--- src/rtl/mux_sel_arbiter_if.sv ---
// Request/grant bundle between the channel writers, the arbiter and the
// registered mux stage it feeds.
interface mux_sel_arbiter_if #(
    parameter int NUM_CH = 4,
    parameter int DW     = 8
) ();
    localparam int SEL_W = $clog2(NUM_CH);

    logic [NUM_CH-1:0]    req_valid;
    logic [NUM_CH*DW-1:0] req_data;
    logic [NUM_CH-1:0]    req_ready;
    logic [NUM_CH*DW-1:0] in;
    logic [SEL_W-1:0]     s;
    logic                 sel_valid;
    logic                 sel_ready;

    modport master (
        output req_valid,
        output req_data,
        output sel_ready,
        input  req_ready,
        input  in,
        input  s,
        input  sel_valid
    );

    modport slave (
        input  req_valid,
        input  req_data,
        input  sel_ready,
        output req_ready,
        output in,
        output s,
        output sel_valid
    );
endinterface

--- src/rtl/mux_sel_arbiter.sv ---
// One-word buffer per channel, round-robin grant onto the mux select;
// the select is held until the mux output consumer takes it.
module mux_sel_arbiter #(
    parameter int NUM_CH = 4,
    parameter int DW     = 8
) (
    input  logic             clk,
    input  logic             rst,
    mux_sel_arbiter_if.slave bus
);
    localparam int SEL_W = $clog2(NUM_CH);

    typedef enum logic {IDLE, GRANT} state_e;

    state_e               state_q, state_d;
    logic [NUM_CH-1:0]    full_q, full_d;
    logic [NUM_CH*DW-1:0] buf_q, buf_d;
    logic [SEL_W-1:0]     s_q, s_d;
    logic [SEL_W-1:0]     ptr_q, ptr_d;
    logic                 sel_valid_q, sel_valid_d;
    logic [SEL_W-1:0]     winner;
    logic [SEL_W-1:0]     idx;

    // Scan downward so the candidate closest to ptr is the last one written.
    always_comb begin
        winner = '0;
        idx    = '0;
        for (int k = NUM_CH - 1; k >= 0; k--) begin
            idx = ptr_q + SEL_W'(k);
            if (full_q[idx]) winner = idx;
        end
    end

    always_comb begin
        state_d     = state_q;
        full_d      = full_q;
        buf_d       = buf_q;
        s_d         = s_q;
        ptr_d       = ptr_q;
        sel_valid_d = sel_valid_q;

        for (int i = 0; i < NUM_CH; i++) begin
            if (bus.req_valid[i] && !full_q[i]) begin
                full_d[i]          = 1'b1;
                buf_d[i*DW +: DW]  = bus.req_data[i*DW +: DW];
            end
        end

        unique case (state_q)
            IDLE: begin
                if (|full_q) begin
                    s_d         = winner;
                    sel_valid_d = 1'b1;
                    state_d     = GRANT;
                end
            end
            GRANT: begin
                if (bus.sel_ready) begin
                    full_d[s_q] = 1'b0;
                    sel_valid_d = 1'b0;
                    ptr_d       = s_q + SEL_W'(1);
                    state_d     = IDLE;
                end
            end
            default: state_d = IDLE;
        endcase
    end

    always_ff @(posedge clk or negedge rst) begin
        if (!rst) begin
            state_q     <= IDLE;
            full_q      <= '0;
            buf_q       <= '0;
            s_q         <= '0;
            ptr_q       <= '0;
            sel_valid_q <= 1'b0;
        end else begin
            state_q     <= state_d;
            full_q      <= full_d;
            buf_q       <= buf_d;
            s_q         <= s_d;
            ptr_q       <= ptr_d;
            sel_valid_q <= sel_valid_d;
        end
    end

    assign bus.req_ready = ~full_q;
    assign bus.in        = buf_q;
    assign bus.s         = s_q;
    assign bus.sel_valid = sel_valid_q;
endmodule

--- src/flat_wrapper.sv ---
// flat-port wrapper written by rule: the top's interface ports become plain ports
module mux_sel_arbiter_flat 
#(
    parameter int NUM_CH = 4,
    parameter int DW     = 8
)
  (clk, rst, bus_req_valid, bus_req_data, bus_sel_ready, bus_req_ready, bus_in, bus_s, bus_sel_valid);
  mux_sel_arbiter_if #(.NUM_CH(NUM_CH), .DW(DW)) bus_i ();
  input  logic clk;
  input  logic rst;
  input wire logic [$bits(bus_i.req_valid)-1:0] bus_req_valid;
  input wire logic [$bits(bus_i.req_data)-1:0] bus_req_data;
  input wire logic [$bits(bus_i.sel_ready)-1:0] bus_sel_ready;
  output wire logic [$bits(bus_i.req_ready)-1:0] bus_req_ready;
  output wire logic [$bits(bus_i.in)-1:0] bus_in;
  output wire logic [$bits(bus_i.s)-1:0] bus_s;
  output wire logic [$bits(bus_i.sel_valid)-1:0] bus_sel_valid;
  assign bus_i.req_valid = bus_req_valid;
  assign bus_i.req_data = bus_req_data;
  assign bus_i.sel_ready = bus_sel_ready;
  assign bus_req_ready = bus_i.req_ready;
  assign bus_in = bus_i.in;
  assign bus_s = bus_i.s;
  assign bus_sel_valid = bus_i.sel_valid;
  mux_sel_arbiter #(.NUM_CH(NUM_CH), .DW(DW)) u_core (.clk(clk), .rst(rst), .bus(bus_i));
endmodule
--- config.mk ---
export PLATFORM = sky130hd
export DESIGN_NAME = mux_sel_arbiter_flat
export DESIGN_NICKNAME = d
export VERILOG_FILES = /design/src/rtl/mux_sel_arbiter_if.sv /design/src/rtl/mux_sel_arbiter.sv /design/src/flat_wrapper.sv
export SDC_FILE = /design/constraint.sdc
export NUM_CORES = 1
export LEC_CHECK = 0
export BUFFER_PORTS_ARGS = -buffer_cell sky130_fd_sc_hd__buf_2
export CELL_PAD_IN_SITES_DETAIL_PLACEMENT = 1
export CELL_PAD_IN_SITES_GLOBAL_PLACEMENT = 2
export CORE_UTILIZATION = 31
export DETAILED_ROUTE_END_ITERATION = 10
export PLACE_DENSITY_LB_ADDON = 0.1
export SLEW_MARGIN = 30
export SYNTH_ARGS = -nofsm -noshare
export SYNTH_HDL_FRONTEND = slang
export SYNTH_SLANG_ARGS = --single-unit
--- constraint.sdc ---
create_clock -name clk -period 2.84 [get_ports clk]
set_input_delay 0.142 -clock clk [delete_from_list [all_inputs] [get_ports clk]]
set_output_delay 0.142 -clock clk [all_outputs]
set_load 0.01 [all_outputs]
After elaboration in Yosys (flattened, before gate mapping). Cells that the tools add are included.

Latch bits: 0. Logic and storage cells: 64. Bits of input ports: 39. Memory bits (read-only): 0. Output and inout port bits: 39. Register bits: 42. Memories: 0. Memory bits (writable): 0.

Multiply operators: 0. Magnitude comparators: 6. Shift operators: 0. $add $sub $neg: 4. Muxes and demuxes: 26. Divide/modulo/power cells: 0. Reduce and logical (&&, ||, !) cells: 13. Bitwise logic cells: 4. Equality and inequality tests: 2.

Operators with widths (number): $lt A2 B3 Y1 const B (5); $mux W1 (13); $bmux W1 S2 (4); $mux W2 (4); $mux W4 (2); $not A4 Y4 (2); $reduce_and A2 Y1 (3); $logic_and A1 B1 Y1 (5); $add A2 B1 Y2 const B (2); $add A2 B2 Y2 const B (2); $and A4 B4 Y4 (1); $logic_not A1 Y1 (4); $pmux W1 S2 (2); $reduce_or A4 Y1 (1); $demux W1 S2 (1); $ge A2 B1 Y1 const B (1); $ne A2 B1 Y1 const B (1); $ne A2 B2 Y1 const B (1); $not A1 Y1 (1).

Logic depth before layout (Yosys ltp).
Word-level depth: 8. Depth in mapped cells: 4. Depth with buffers taken out: 4.

Worst setup path before layout. No wires, ideal clock.

Path type: register to register. From: register u_core.s_q[0], in the netlist u_core.bus.s[0]. To: register u_core.ptr_q[1]. Buffers on the path: 0. Path slack: 1.671 ns. Arrival time: 1.044 ns. Setup time: 0.125 ns. Cell stages (with the launch flop): 4. Data required time: 2.715 ns. Clock period less this slack: 1.169 ns. Cell sequence: dfrtp_1 inv_1 ha_1 mux2_2.

Cells in the longest elaborated chain, start to end: 1.

Ends and longest elaborated chain: start: declaration (line mux_sel_arbiter.sv:18) `logic [SEL_W-1:0] s_q, s_d;`; start signal: assignment (line mux_sel_arbiter.sv:74) `s_q <= '0;`; start signal: assignment (line mux_sel_arbiter.sv:81) `s_q <= s_d;`; $add A2 B1 Y2 (line mux_sel_arbiter.sv:61) `ptr_d = s_q + SEL_W'(1);`; end signal: assignment (line mux_sel_arbiter.sv:82) `ptr_q <= ptr_d;`; end: declaration (line mux_sel_arbiter.sv:19) `logic [SEL_W-1:0] ptr_q, ptr_d;`.

No other way between the ends. A chain may end at the register's enable or synchronous reset.

Worst setup path after layout.
From: register u_core.full_q[0]. To: register u_core.buf_q[2], in the netlist u_core.bus.in[2].

Cells in the longest elaborated chain, start to end: 2.

Ends and longest elaborated chain: start: declaration (line mux_sel_arbiter.sv:16) `logic [NUM_CH-1:0] full_q, full_d;`; start signal: assignment (line mux_sel_arbiter.sv:79) `full_q <= full_d;`; $logic_not A1 Y1 (line mux_sel_arbiter.sv:43) `if (bus.req_valid[i] && !full_q[i]) begin`; $logic_and A1 B1 Y1 (line mux_sel_arbiter.sv:43); end signal: assignment (line mux_sel_arbiter.sv:80) `buf_q <= buf_d;`; end: declaration (line mux_sel_arbiter.sv:17) `logic [NUM_CH*DW-1:0] buf_q, buf_d;`.

No other way between the ends.

==> run summary <==
Synth Area in Adders = 2.96%
Final setup viols = 0
Final core utilization = 43.3%
Area growth syn-to-layout = 32.5%
Sum Neg Setup Slack = 0 ps
Flops & latches, synth = 42
Clock slew at reported path FFs = 80 ps
Antenna Nets Post-Route = 0
CTS Buffer Depth = 2
1st-iter DRT viols = 23
Post-synthesis sequential area ratio = 62.1%
Most frequent cells in the layout = buf_2 (76), dfrtp_1 (42), mux2_2 (33), nor2_1 (9)
Top-area cell type share of the netlist area = 62.1%
Placement Cell Area = 2130 sq um
Leak = 0.00112 uW
Mux share of post-synthesis cell area = 22.6%
Hold_sp = bus_req_data[12]
WL/cell = 14.2 um
Tot GR Track Use = 14.1%
Width of the die = 75.9 um
Worst-path fanout max = 8
Crit path DAT = 1750 ps
Vias in the first global route = 1182
Multi-input combinational cell area = 579 sq um
Max Clock Skew = 6.00 ps
Nets = 244
FP Rows = 26
H-tree levels = 2
Crit path capture type = flip-flop
Sink Count = 42
Worst R2R Setup Slack = 1270 ps
Final hold violation count = 0
Grt ovf = 0
Measured slew at the worst slew-check pin = 724 ps
Max Cap Viol = 0
Design Power = 2320 uW
Worst hold path depth = 2
CP startpoint = u_core.full_q[0]
Finished layout cell area = 2240 sq um
Clk_lat worst skew = 290 ps
Fin crit share = 55.4%
Area contributors post-synth = dfrtp_1 (62%), mux2_2 (22%), ha_1 (3.0%)
Crit path kind = reg2reg
Mean post-synth cell area = 14.0 sq um
Compound-cell area share of the yosys netlist = 4.51%
Distinct cells, synth = 17
Period minus WS final = 1570 ps
Chip Height = 75.9 um
CP startpoint kind = flip-flop
Layout cell share with drive strength beyond 1 = 58.4%
Hold Crit Class = in2reg
CP Data Required Time = 3020 ps
Ys Warns = 0
Max VDD drop = 0.311 mV
Clk root buf = clkbuf_8
Slew Limit Fails = 0
Die Area = 5760 sq um
HPWL after DPL = 2.89 mm
Worst r2r src = u_core.full_q[0]
Hold Path End = u_core.bus.in[12]
CTS Buf Count = 5
Largest family of logic cells by synthesized area = multiplexers
Synth Area in Simple Gates = 4.22%
Port bufs = 77
Gpl congestion = 0.809
Num ports = 78
Residual DRC = 0
Status = complete, no violations
WHS = 77.7 ps
Seq. cell area = 1050 sq um
Initial antenna violation count = 0
Starting density of the core = 32.7%
Max_slew headroom = 51.7%
CTS tree = built
Mapped Cells = 121
Unrepaired setup endpoints after global routing = no
Worst Reg-to-Reg Cells = 2
Vias after detailed routing = 1198
Total Wirelength = 3.87 mm
Fmax = 635 MHz
First-pass GRT wire length = 5.84 mm
Setup bufs post-CTS = 0
Commonest non-fill, non-tap cell in the layout = buf_2
Post-synth net total = 164
Largest net degree at the start of global routing = 43
Pwr dens = 1040 nW/um^2
DRT Pass-1 Iters = 2
Post-Synth XOR/XNOR Area = 0%
Avg Vias per Cell = 4.40
R2R Path End = u_core.bus.in[2]
Synthesized area = 1690 sq um
Synth area leader = dfrtp_1
Fill cells = 565
Diode count = 0
Core ar. = 5170 sq um
==> worst max-delay path by stage <==
| stage | to | slack (ps) | cells after the start |
|---|---|---|---|
| 3_3_place_gp | u_core.bus.in[7] | 1320 | 2 |
| 3_5_place_dp | u_core.bus.in[2] | 1250 | 2 |
| 4_1_cts | u_core.bus.in[2] | 1220 | 2 |
| 2_1_floorplan | u_core.ptr_q[1] | 1670 | 3 |
| 6_report | u_core.bus.in[2] | 1270 | 2 |
| 5_1_grt | u_core.bus.in[1] | 1180 | 2 |
==> metrics by stage <==
| stage | std cells | setup WS [ps] |
|---|---|---|
| 2_1_floorplan | 121 | 1670 |
| 3_3_place_gp | 263 | 1320 |
| 3_5_place_dp | 263 | 1250 |
| 4_1_cts | 271 | 1220 |
| 5_1_grt | 272 | 1180 |
| 6_report | 272 | 1270 |
==> cells in the mapped netlist <==
master,n
o22ai_1,1
nor2b_1,4
inv_1,8
and2_1,1
mux2_2,33
nor4_1,1
dfrtp_1,42
buf_2,4
mux2i_1,1
a21boi_1,1
ha_1,4
a21oi_1,8
o221ai_1,1
o21ai_0,1
buf_6,1
o32ai_1,1
nor2_1,9
==> kinds of logic (layout without fill, tap and decap cells) <==
logic type                 count (synthesis)  count (layout)
adders and majority gates                  4               4
AOI/OAI and AO/OA                         13              13
DFF                                       42              42
buffers and inverters                     13              94
and+or+nand+nor                           15              15
muxes                                     34              34
==> area by class of cell <==
type,count,share of cell area (%)
Timing Repair Buffer,78,17.8
Clock buffer,6,3.69
Multi-Input combinational cell,66,25.9
Sequential cell,42,46.9
Inverter,8,1.34
Clock inverter,2,0.558
Tap cell,70,3.91
==> where the power goes <==
part | internal [uW] | switching, uW | leakage, uW
clock network | 195 | 202 | 0.0000472
logic | 455 | 418 | 0.000579
registers | 877 | 174 | 0.000491
total | 1530 | 794 | 0.00112
==> sequential cells by signal, indices dropped and copies added, names as in the netlist <==
register              cells
u_core.bus.sel_valid      1
u_core.ptr_q              2
u_core.bus.s              2
u_core.full_q             4
u_core.state_q            1
u_core.bus.in            32
==> layer usage <==
metal | routed length (um) | share of wire [%] | track usage, % | vias up
li1 | - | - | - | 570
met1 | 1720 | 45 | 18.2 | 582
met2 | 1830 | 47 | 21.6 | 44
met3 | 289 | 7.5 | 5.69 | 2
met4 | 22 | 0.57 | 4.32 | 0
met5 | 0 | 0 | 0 | -
==> repair_timing <==
action / in CTS / in global routing
resized for setup: 0 / 0
setup endpoints to repair: 0 / 0
hold buffers: 0 / 1
endpoints found under the hold margin: 0 / 42
==> worst max-delay path, cell delays in order, from the launching register on <==
cell and delay [ps]:
dfrtp_1 450, nor2b_1 600, mux2_2 420
(Power assumes the default switching activity.)
